**src/rtl/pipelined_addsub.sv**
```systemverilog
// Pipelined SIMD add/subtract unit.
// Each lane adds two WIDTH-bit addends whose carry chain is cut into STAGES
// segments, one segment per register stage. A capture stage registers the
// prepared addends when an operation is accepted, so an operation accepted at
// edge N is presented on the outputs after edge N+STAGES. Saturation and the
// per-lane flags are resolved just before the output registers. A single
// global advance enable moves the whole pipeline, bubbles included.
module pipelined_addsub #(
  parameter int WIDTH     = 32,
  parameter int LANES     = 4,
  parameter int STAGES    = 2,
  parameter int TAG_WIDTH = 4
) (
  input  logic                   clk,
  input  logic                   rst_n,
  input  logic                   in_valid,
  output logic                   in_ready,
  input  logic [1:0]             in_op,
  input  logic                   in_sat,
  input  logic [LANES-1:0]       in_cin,
  input  logic [LANES*WIDTH-1:0] in_src1,
  input  logic [LANES*WIDTH-1:0] in_src2,
  input  logic [TAG_WIDTH-1:0]   in_tag,
  output logic                   out_valid,
  input  logic                   out_ready,
  output logic [LANES*WIDTH-1:0] out_result,
  output logic [LANES-1:0]       out_carry,
  output logic [LANES-1:0]       out_ovf,
  output logic [LANES-1:0]       out_zero,
  output logic [LANES-1:0]       out_neg,
  output logic [TAG_WIDTH-1:0]   out_tag,
  output logic                   busy
);

  localparam int LW  = LANES * WIDTH;
  localparam int SEG = (WIDTH + STAGES - 1) / STAGES;

  localparam logic [1:0] OP_ADD  = 2'b00;
  localparam logic [1:0] OP_SUB  = 2'b01;
  localparam logic [1:0] OP_RSUB = 2'b10;

  // Global advance: the whole pipeline moves unless a result is being held.
  logic adv;

  // Addends after operand selection/inversion, ready for the adder.
  logic [LW-1:0]    xa_in;
  logic [LW-1:0]    xb_in;
  logic [LANES-1:0] cy_in;

  // Per-stage state: bank k feeds carry segment k.
  logic [STAGES-1:0]                vld;
  logic [STAGES-1:0][LW-1:0]        xa_q;
  logic [STAGES-1:0][LW-1:0]        xb_q;
  logic [STAGES-1:0][LW-1:0]        sum_q;
  logic [STAGES-1:0][LANES-1:0]     cy_q;
  logic [STAGES-1:0]                sat_q;
  logic [STAGES-1:0][TAG_WIDTH-1:0] tag_q;

  // Partial sums and carries after each stage has added its segment.
  logic [STAGES-1:0][LW-1:0]    sum_nxt;
  logic [STAGES-1:0][LANES-1:0] cy_nxt;

  // Final-stage resolution feeding the output registers.
  logic [LW-1:0]    res_fin;
  logic [LANES-1:0] ovf_fin;
  logic [LANES-1:0] zero_fin;
  logic [LANES-1:0] neg_fin;
  logic [WIDTH-1:0] raw_lane;
  logic [WIDTH-1:0] res_lane;
  logic             msb_a;
  logic             msb_b;

  assign adv      = !out_valid || out_ready;
  assign in_ready = adv;
  assign busy     = (|vld) || out_valid;

  // Turn each operation into a plain addition: pick and invert the addends
  // and choose the carry-in (only ADD uses the external carry-in).
  always_comb begin
    xa_in = '0;
    xb_in = '0;
    cy_in = '0;
    for (int l = 0; l < LANES; l++) begin
      case (in_op)
        OP_ADD: begin
          xa_in[l*WIDTH +: WIDTH] = in_src1[l*WIDTH +: WIDTH];
          xb_in[l*WIDTH +: WIDTH] = in_src2[l*WIDTH +: WIDTH];
          cy_in[l]                = in_cin[l];
        end
        OP_SUB: begin
          xa_in[l*WIDTH +: WIDTH] = in_src1[l*WIDTH +: WIDTH];
          xb_in[l*WIDTH +: WIDTH] = ~in_src2[l*WIDTH +: WIDTH];
          cy_in[l]                = 1'b1;
        end
        OP_RSUB: begin
          xa_in[l*WIDTH +: WIDTH] = in_src2[l*WIDTH +: WIDTH];
          xb_in[l*WIDTH +: WIDTH] = ~in_src1[l*WIDTH +: WIDTH];
          cy_in[l]                = 1'b1;
        end
        default: begin
          xa_in[l*WIDTH +: WIDTH] = '0;
          xb_in[l*WIDTH +: WIDTH] = ~in_src2[l*WIDTH +: WIDTH];
          cy_in[l]                = 1'b1;
        end
      endcase
    end
  end

  // One carry segment per stage; the last segment takes whatever bits remain,
  // and a segment with no bits simply passes the carry through.
  for (genvar k = 0; k < STAGES; k++) begin : g_seg
    localparam int LO  = k * SEG;
    localparam int HI  = (LO + SEG > WIDTH) ? WIDTH : LO + SEG;
    localparam int LEN = (HI > LO) ? HI - LO : 0;

    if (LEN > 0) begin : g_add
      logic [LW-1:0]    seg_sum;
      logic [LANES-1:0] seg_cy;

      // Add this segment in every lane using the carry held from the previous stage.
      always_comb begin
        seg_sum = sum_q[k];
        seg_cy  = cy_q[k];
        for (int l = 0; l < LANES; l++) begin
          {seg_cy[l], seg_sum[l*WIDTH+LO +: LEN]} =
            {1'b0, xa_q[k][l*WIDTH+LO +: LEN]} +
            {1'b0, xb_q[k][l*WIDTH+LO +: LEN]} +
            {{LEN{1'b0}}, cy_q[k][l]};
        end
      end

      assign sum_nxt[k] = seg_sum;
      assign cy_nxt[k]  = seg_cy;
    end else begin : g_pass
      assign sum_nxt[k] = sum_q[k];
      assign cy_nxt[k]  = cy_q[k];
    end
  end

  // Resolve overflow, saturation and the result flags for each lane.
  always_comb begin
    res_fin  = '0;
    ovf_fin  = '0;
    zero_fin = '0;
    neg_fin  = '0;
    raw_lane = '0;
    res_lane = '0;
    msb_a    = 1'b0;
    msb_b    = 1'b0;
    for (int l = 0; l < LANES; l++) begin
      raw_lane   = sum_nxt[STAGES-1][l*WIDTH +: WIDTH];
      msb_a      = xa_q[STAGES-1][l*WIDTH + WIDTH - 1];
      msb_b      = xb_q[STAGES-1][l*WIDTH + WIDTH - 1];
      ovf_fin[l] = (msb_a == msb_b) && (raw_lane[WIDTH-1] != msb_a);
      if (sat_q[STAGES-1] && ovf_fin[l]) begin
        res_lane = msb_a ? {1'b1, {(WIDTH-1){1'b0}}} : {1'b0, {(WIDTH-1){1'b1}}};
      end else begin
        res_lane = raw_lane;
      end
      res_fin[l*WIDTH +: WIDTH] = res_lane;
      zero_fin[l]               = (res_lane == '0);
      neg_fin[l]                = res_lane[WIDTH-1];
    end
  end

  // Valid chain and output registers; reset drops everything in flight.
  always_ff @(posedge clk or negedge rst_n) begin
    if (!rst_n) begin
      vld        <= '0;
      out_valid  <= 1'b0;
      out_result <= '0;
      out_carry  <= '0;
      out_ovf    <= '0;
      out_zero   <= '0;
      out_neg    <= '0;
      out_tag    <= '0;
    end else if (adv) begin
      vld[0] <= in_valid;
      for (int j = 1; j < STAGES; j++) begin
        vld[j] <= vld[j-1];
      end
      out_valid <= vld[STAGES-1];
      if (vld[STAGES-1]) begin
        out_result <= res_fin;
        out_carry  <= cy_nxt[STAGES-1];
        out_ovf    <= ovf_fin;
        out_zero   <= zero_fin;
        out_neg    <= neg_fin;
        out_tag    <= tag_q[STAGES-1];
      end
    end
  end

  // Operand and partial-sum banks; contents only matter where vld is set.
  always_ff @(posedge clk) begin
    if (adv) begin
      xa_q[0]  <= xa_in;
      xb_q[0]  <= xb_in;
      cy_q[0]  <= cy_in;
      sum_q[0] <= '0;
      sat_q[0] <= in_sat;
      tag_q[0] <= in_tag;
      for (int j = 1; j < STAGES; j++) begin
        xa_q[j]  <= xa_q[j-1];
        xb_q[j]  <= xb_q[j-1];
        cy_q[j]  <= cy_nxt[j-1];
        sum_q[j] <= sum_nxt[j-1];
        sat_q[j] <= sat_q[j-1];
        tag_q[j] <= tag_q[j-1];
      end
    end
  end

endmodule
```
**config.mk**
```make
export PLATFORM = sky130hd
export DESIGN_NAME = pipelined_addsub
export DESIGN_NICKNAME = d
export VERILOG_FILES = /design/src/rtl/pipelined_addsub.sv
export SDC_FILE = /design/constraint.sdc
export NUM_CORES = 1
export LEC_CHECK = 0
export ABC_CLOCK_PERIOD_IN_PS = 11000
export CORE_ASPECT_RATIO = 2
export CORE_MARGIN = 5
export CORE_UTILIZATION = 55
export DETAILED_ROUTE_END_ITERATION = 7
export MAX_ROUTING_LAYER = met4
export PLACE_DENSITY = 0.8
export SLEW_MARGIN = 15
export SYNTH_ARGS = -nofsm -noshare
export SYNTH_HDL_FRONTEND = slang
export SYNTH_SLANG_ARGS = --single-unit
```
**constraint.sdc**
```tcl
create_clock -name clk -period 11 [get_ports clk]
set_clock_uncertainty 0.1 [all_clocks]
set_input_delay 1.65 -clock clk [delete_from_list [all_inputs] [get_ports clk]]
set_output_delay 1.65 -clock clk [all_outputs]
set_load 0.005 [all_outputs]
```
Word level (Yosys, flattened, before mapping) --
Index checks and enable logic that the tools add are counted.
Word-level totals: flip-flop bits (word level) 745, output and inout bits 151, input port bits 271
Operators by class: equality and inequality tests 10, bitwise logic cells 8, reduce and logical (&&, ||, !) cells 19, $add $sub $neg 16, multiplexer cells 16
Operator list (number):
- $pmux W32 S2 | 8
- $mux W32 | 8
- $not A32 Y32 | 8
- $add A16 B16 Y17 | 8
- $add A17 B1 Y17 | 8
- $logic_not A32 Y1 | 4
- $logic_and A1 B1 Y1 | 8
- $eq A1 B1 Y1 | 4
- $ne A1 B1 Y1 | 4
- $reduce_or A2 Y1 | 2
- $eq A2 B1 Y1 const B | 1
- $eq A2 B2 Y1 const B | 1
- $logic_not A2 Y1 | 1
- $logic_or A1 B1 Y1 | 2
- $reduce_and A2 Y1 | 1
- $logic_not A1 Y1 | 1

Depth between registers and ports, before layout --
word-level depth 7, depth in mapped cells 13, depth with buffers taken out 13

Least setup slack after synthesis --
No wires, ideal clock.
kind input to register, start point in out_ready, end point reg out_result[94], path slack 1.276 ns, stages on the path 6, arrival time 9.557 ns, setup time 0.067 ns, cell sequence nand2b_1 > buf_2 > nand2_1 > nor3_2 > buf_2 > a221o_1
Between the ends: longest elaborated chain between the ends 2
Ends and longest elaborated chain:
- start: declaration | line 25 | input logic out_ready,
- $logic_or A1 B1 Y1 | line 73 | assign adv = !out_valid || out_ready;
- net in_ready | line 17 | output logic in_ready,
- $reduce_and A2 Y1 (no source line)
- end signal: assignment | line 184 | out_result <= res_fin;
- end: declaration | line 26 | output logic [LANES*WIDTH-1:0] out_result,
The timed path passes the listed nets, and every way through them passes these cells. A chain may end at the register's enable or synchronous reset.

Worst setup path in the final report --
start point in out_ready, end point reg out_result[74]
Between the ends: longest elaborated chain between the ends 2
Ends and longest elaborated chain (line):
- $logic_or A1 B1 Y1 | 73
- $reduce_and A2 Y1 (no source line)
Every way passes these cells.

==> run metrics <==
mapped cell area 30000 µm²; Max FO, Critical Path 68; CP startpoint out_ready; post-CTS sizing 0; Syn Nets 3087; CTS root buf clkbuf_16; Synth Area in Adders 0.0608; Yosys top cell area share 0.467; Cells after Synth 2680; drt initial violations 1575; Post-synth EDFFs 466; # rows 121; outcome finished clean; Arr. time, crit path 5.54 ns; DRC Markers 0; Final setup viols 0; Synth Area in Compound Gates 0.167; Leakage Power 14.3 nW; Synth Register Bits 613; R2R Setup Slk 7.01 ns; Total Routing Usage GR 0.250; sequential area share after synthesis 0.590; htree depth 2; CP Cell Sequence clkdlybuf4s50_1 -> nand2b_4 -> buf_4 -> nand2_4 -> buf_4 -> a21oi_2 -> a221o_1; Slew Viols, Final 0; die width 175 µm; vias in the first global route 22000; CP startpoint kind input pin; Req. time, crit path 11.42 ns; CTS buffer count 52; RSZ-0062 raised after global routing no; via count 22000; Setup CP Type in -> reg; Max VDD drop 0.000136 V; final worst-path cycle share 0.465; area leader, netlist edfxtp_1; Reg2Reg Depth 6; first-pass GRT wire length 115 mm; Avg WL per Cell 19.8 µm; Synth-to-Final Area Change 21.4%; slew margin rel. 0.221; Synth async-reset ratio 0.240; R2R Path End out_result[74]$_DFFE_PN0P_; most common cell type on the critical path buf_4; TritonCTS clock tree built; PD cells 234 nW/µm²; Initial Util 0.553; First-pass DRT Iterations 7; Final nets 3438; Final Hold Vio Count 0; Ports 422; Hold WC Path Type reg -> reg; Critical Path End Type flip-flop; yosys warns 0; grt total ovfl 0; Clock Latency Late Sink 0.59 ns; post-route ant nets 0; setup TNS 0 ns; min cycle time layout 5.11 ns; Crit-path slowest cell a21oi_2; origin of the critical flop-to-flop path out_valid$_DFFE_PN0N_; Critical Path Sink out_result[74]$_DFFE_PN0P_; detailed placement HPWL 54.8 mm; DIE AREA 59500 µm²; largest family of logic cells by synthesized area compound AO/OA/AOI/OAI gates; WL final 74.4 mm; CP max stage delay 0.92 ns; Post-synth top flop edfxtp_1; Post-Syn Area per Cell 11.2 µm²; pin count of the biggest net entering global routing 248; FMAX 196 MHz; buffers inserted by post-CTS timing repair 0; Core ar. 54200 µm²; share of cells above drive strength 1 0.0436; Via density 5.85; Slew @ Worst Pin 1.17 ns; Synth Area in XOR/XNOR 0.0257; clk buf depth 3; Buffers on Ports 421; Cell variety after synth 80; Worst-path clk slew 0.07 ns; routability cong. 0.961; hold_buf cts 0; initial antenna violation count 13; max-cap viol count 0; Die Ht 340 µm; largest cells by area after synthesis edfxtp_1 47%, dfrtp_1 12%, o21ai_0 5.1%, ha_1 5.0%, nand2_1 4.5%; clock sinks 613; fin util 0.671; mux contribution to synthesized area 0.00297; Post-Synth Simple-Gate Area 0.110
==> layout by cell type (no fill, tap or decap), types with 21 or more instances in the layout <==
master             n
a211oi_1          21
a21oi_1          110
a221o_1           56
clkbuf_16         54
clkdlybuf4s50_1  419
dfrtp_1          147
edfxtp_1         466
ha_1             120
inv_1            191
nand2_1          362
nand3_1           29
nor2_1           159
nor3_1            39
nor4_1            22
o211ai_1         131
o21a_1            21
o21ai_0          302
or3_1             22
xnor2_1           65
==> power by group <==
part	leakage, nW	switching, mW	internal (mW)
sequential	6.51	0.403	3.30
clock	0.824	0.831	1.05
combinational	6.93	1.54	1.38
total	14.3	2.77	5.74
==> metal layers <==
layer | part of all wire | wire (µm) | up-vias | GRT usage
met5 | 0 | 0 | - | -
met4 | 0.062 | 4590 | 0 | 0.139
met3 | 0.063 | 4710 | 221 | 0.0411
met2 | 0.51 | 37900 | 820 | 0.430
met1 | 0.37 | 27200 | 10400 | 0.276
li1 | - | - | 10500 | -
==> sequential cells by signal, indices dropped and copies added (netlist names) <==
register             count
out_carry                4
out_ovf                  4
cy_q                     8
g_seg.g_add.seg_sum     64
vld                      2
xb_q                   191
msb_b                    1
sat_q                    2
tag_q                    8
xa_q                   191
out_zero                 4
out_result             128
out_valid                1
out_tag                  4
msb_a                    1
==> area by class of cell <==
class                           instances  area [µm²]
Tap cell                              676         846
Multi-Input combinational cell       1739       11000
Sequential cell                       613       17700
Clock inverter                         29         330
Fill cell                            4001       17800
Inverter                              193         729
Antenna cell                           14        35.0
Clock buffer                           66        1410
Timing Repair Buffer                  432        4330
==> through the flow <==
stage | hold WS (ns) | instances | setup slack, ns | instance area (µm²) | total power, mW
detailed placement | 0.305 | 3653 | 5.16 | 34600 | 6.64
finish | 0.311 | 3762 | 5.89 | 36400 | 8.51
CTS | 0.311 | 3748 | 5.77 | 36300 | 8.54
global placement | 0.300 | 3653 | 5.39 | 34600 | 6.51
global route | 0.309 | 3761 | 5.65 | 36400 | 8.97
floorplan | 0.300 | 2680 | 1.28 | 30000 | 5.39
==> worst max-delay path: cells and delay by family <==
| kind | cells | cell delay [ns] |
|---|---|---|
| buffers and inverters | 3 | 1.71 |
| AOI/OAI and AO/OA | 2 | 1.22 |
| and+or+nand+nor | 2 | 0.91 |
==> logic make-up (layout without fill, tap and decap cells) <==
kind of cell / count (synthesis) / in the layout
other: 0 / 14
XOR/XNOR: 85 / 85
multiplexers: 8 / 8
AO/OA/AOI/OAI: 775 / 775
buffers and inverters: 328 / 720
adder cells (fa/ha/maj): 136 / 136
AND/OR/NAND/NOR: 735 / 735
flip-flops: 613 / 613
==> Yosys cell counts (all sizes together), types with 4 or more instances <==
master	instances
a2111oi	7
a211o	5
a211oi	22
a21boi	9
a21o	20
a21oi	114
a221o	56
a221oi	7
a31oi	15
and2	4
and3	9
buf	38
clkbuf	97
dfrtp	147
edfxtp	466
fa	16
ha	120
inv	192
mux2	7
nand2	363
nand2b	20
nand3	29
nand3b	4
nand4	10
nor2	160
nor2b	21
nor3	41
nor3b	4
nor4	23
o211a	5
o211ai	132
o21a	21
o21ai	316
o21bai	9
o22a	6
o31ai	13
or2	6
or3	23
or4	8
xnor2	67
xor2	18
==> worst min-delay path by stage <==
stage	start	end	slack, ns	cells after the start
after floorplan	xa_q[127]$_DFFE_PN_	msb_a$_DFFE_PN_	0.30	0
after global placement	xa_q[17]$_DFFE_PN_	xa_q[145]$_DFFE_PN_	0.30	0
after detailed placement	xa_q[82]$_DFFE_PN_	xa_q[210]$_DFFE_PN_	0.30	0
after CTS	xb_q[89]$_DFFE_PN_	xb_q[217]$_DFFE_PN_	0.31	0
after global routing	xb_q[89]$_DFFE_PN_	xb_q[217]$_DFFE_PN_	0.31	0
final	xb_q[89]$_DFFE_PN_	xb_q[217]$_DFFE_PN_	0.31	0
Note: power is estimated with default switching activity, not from simulation.
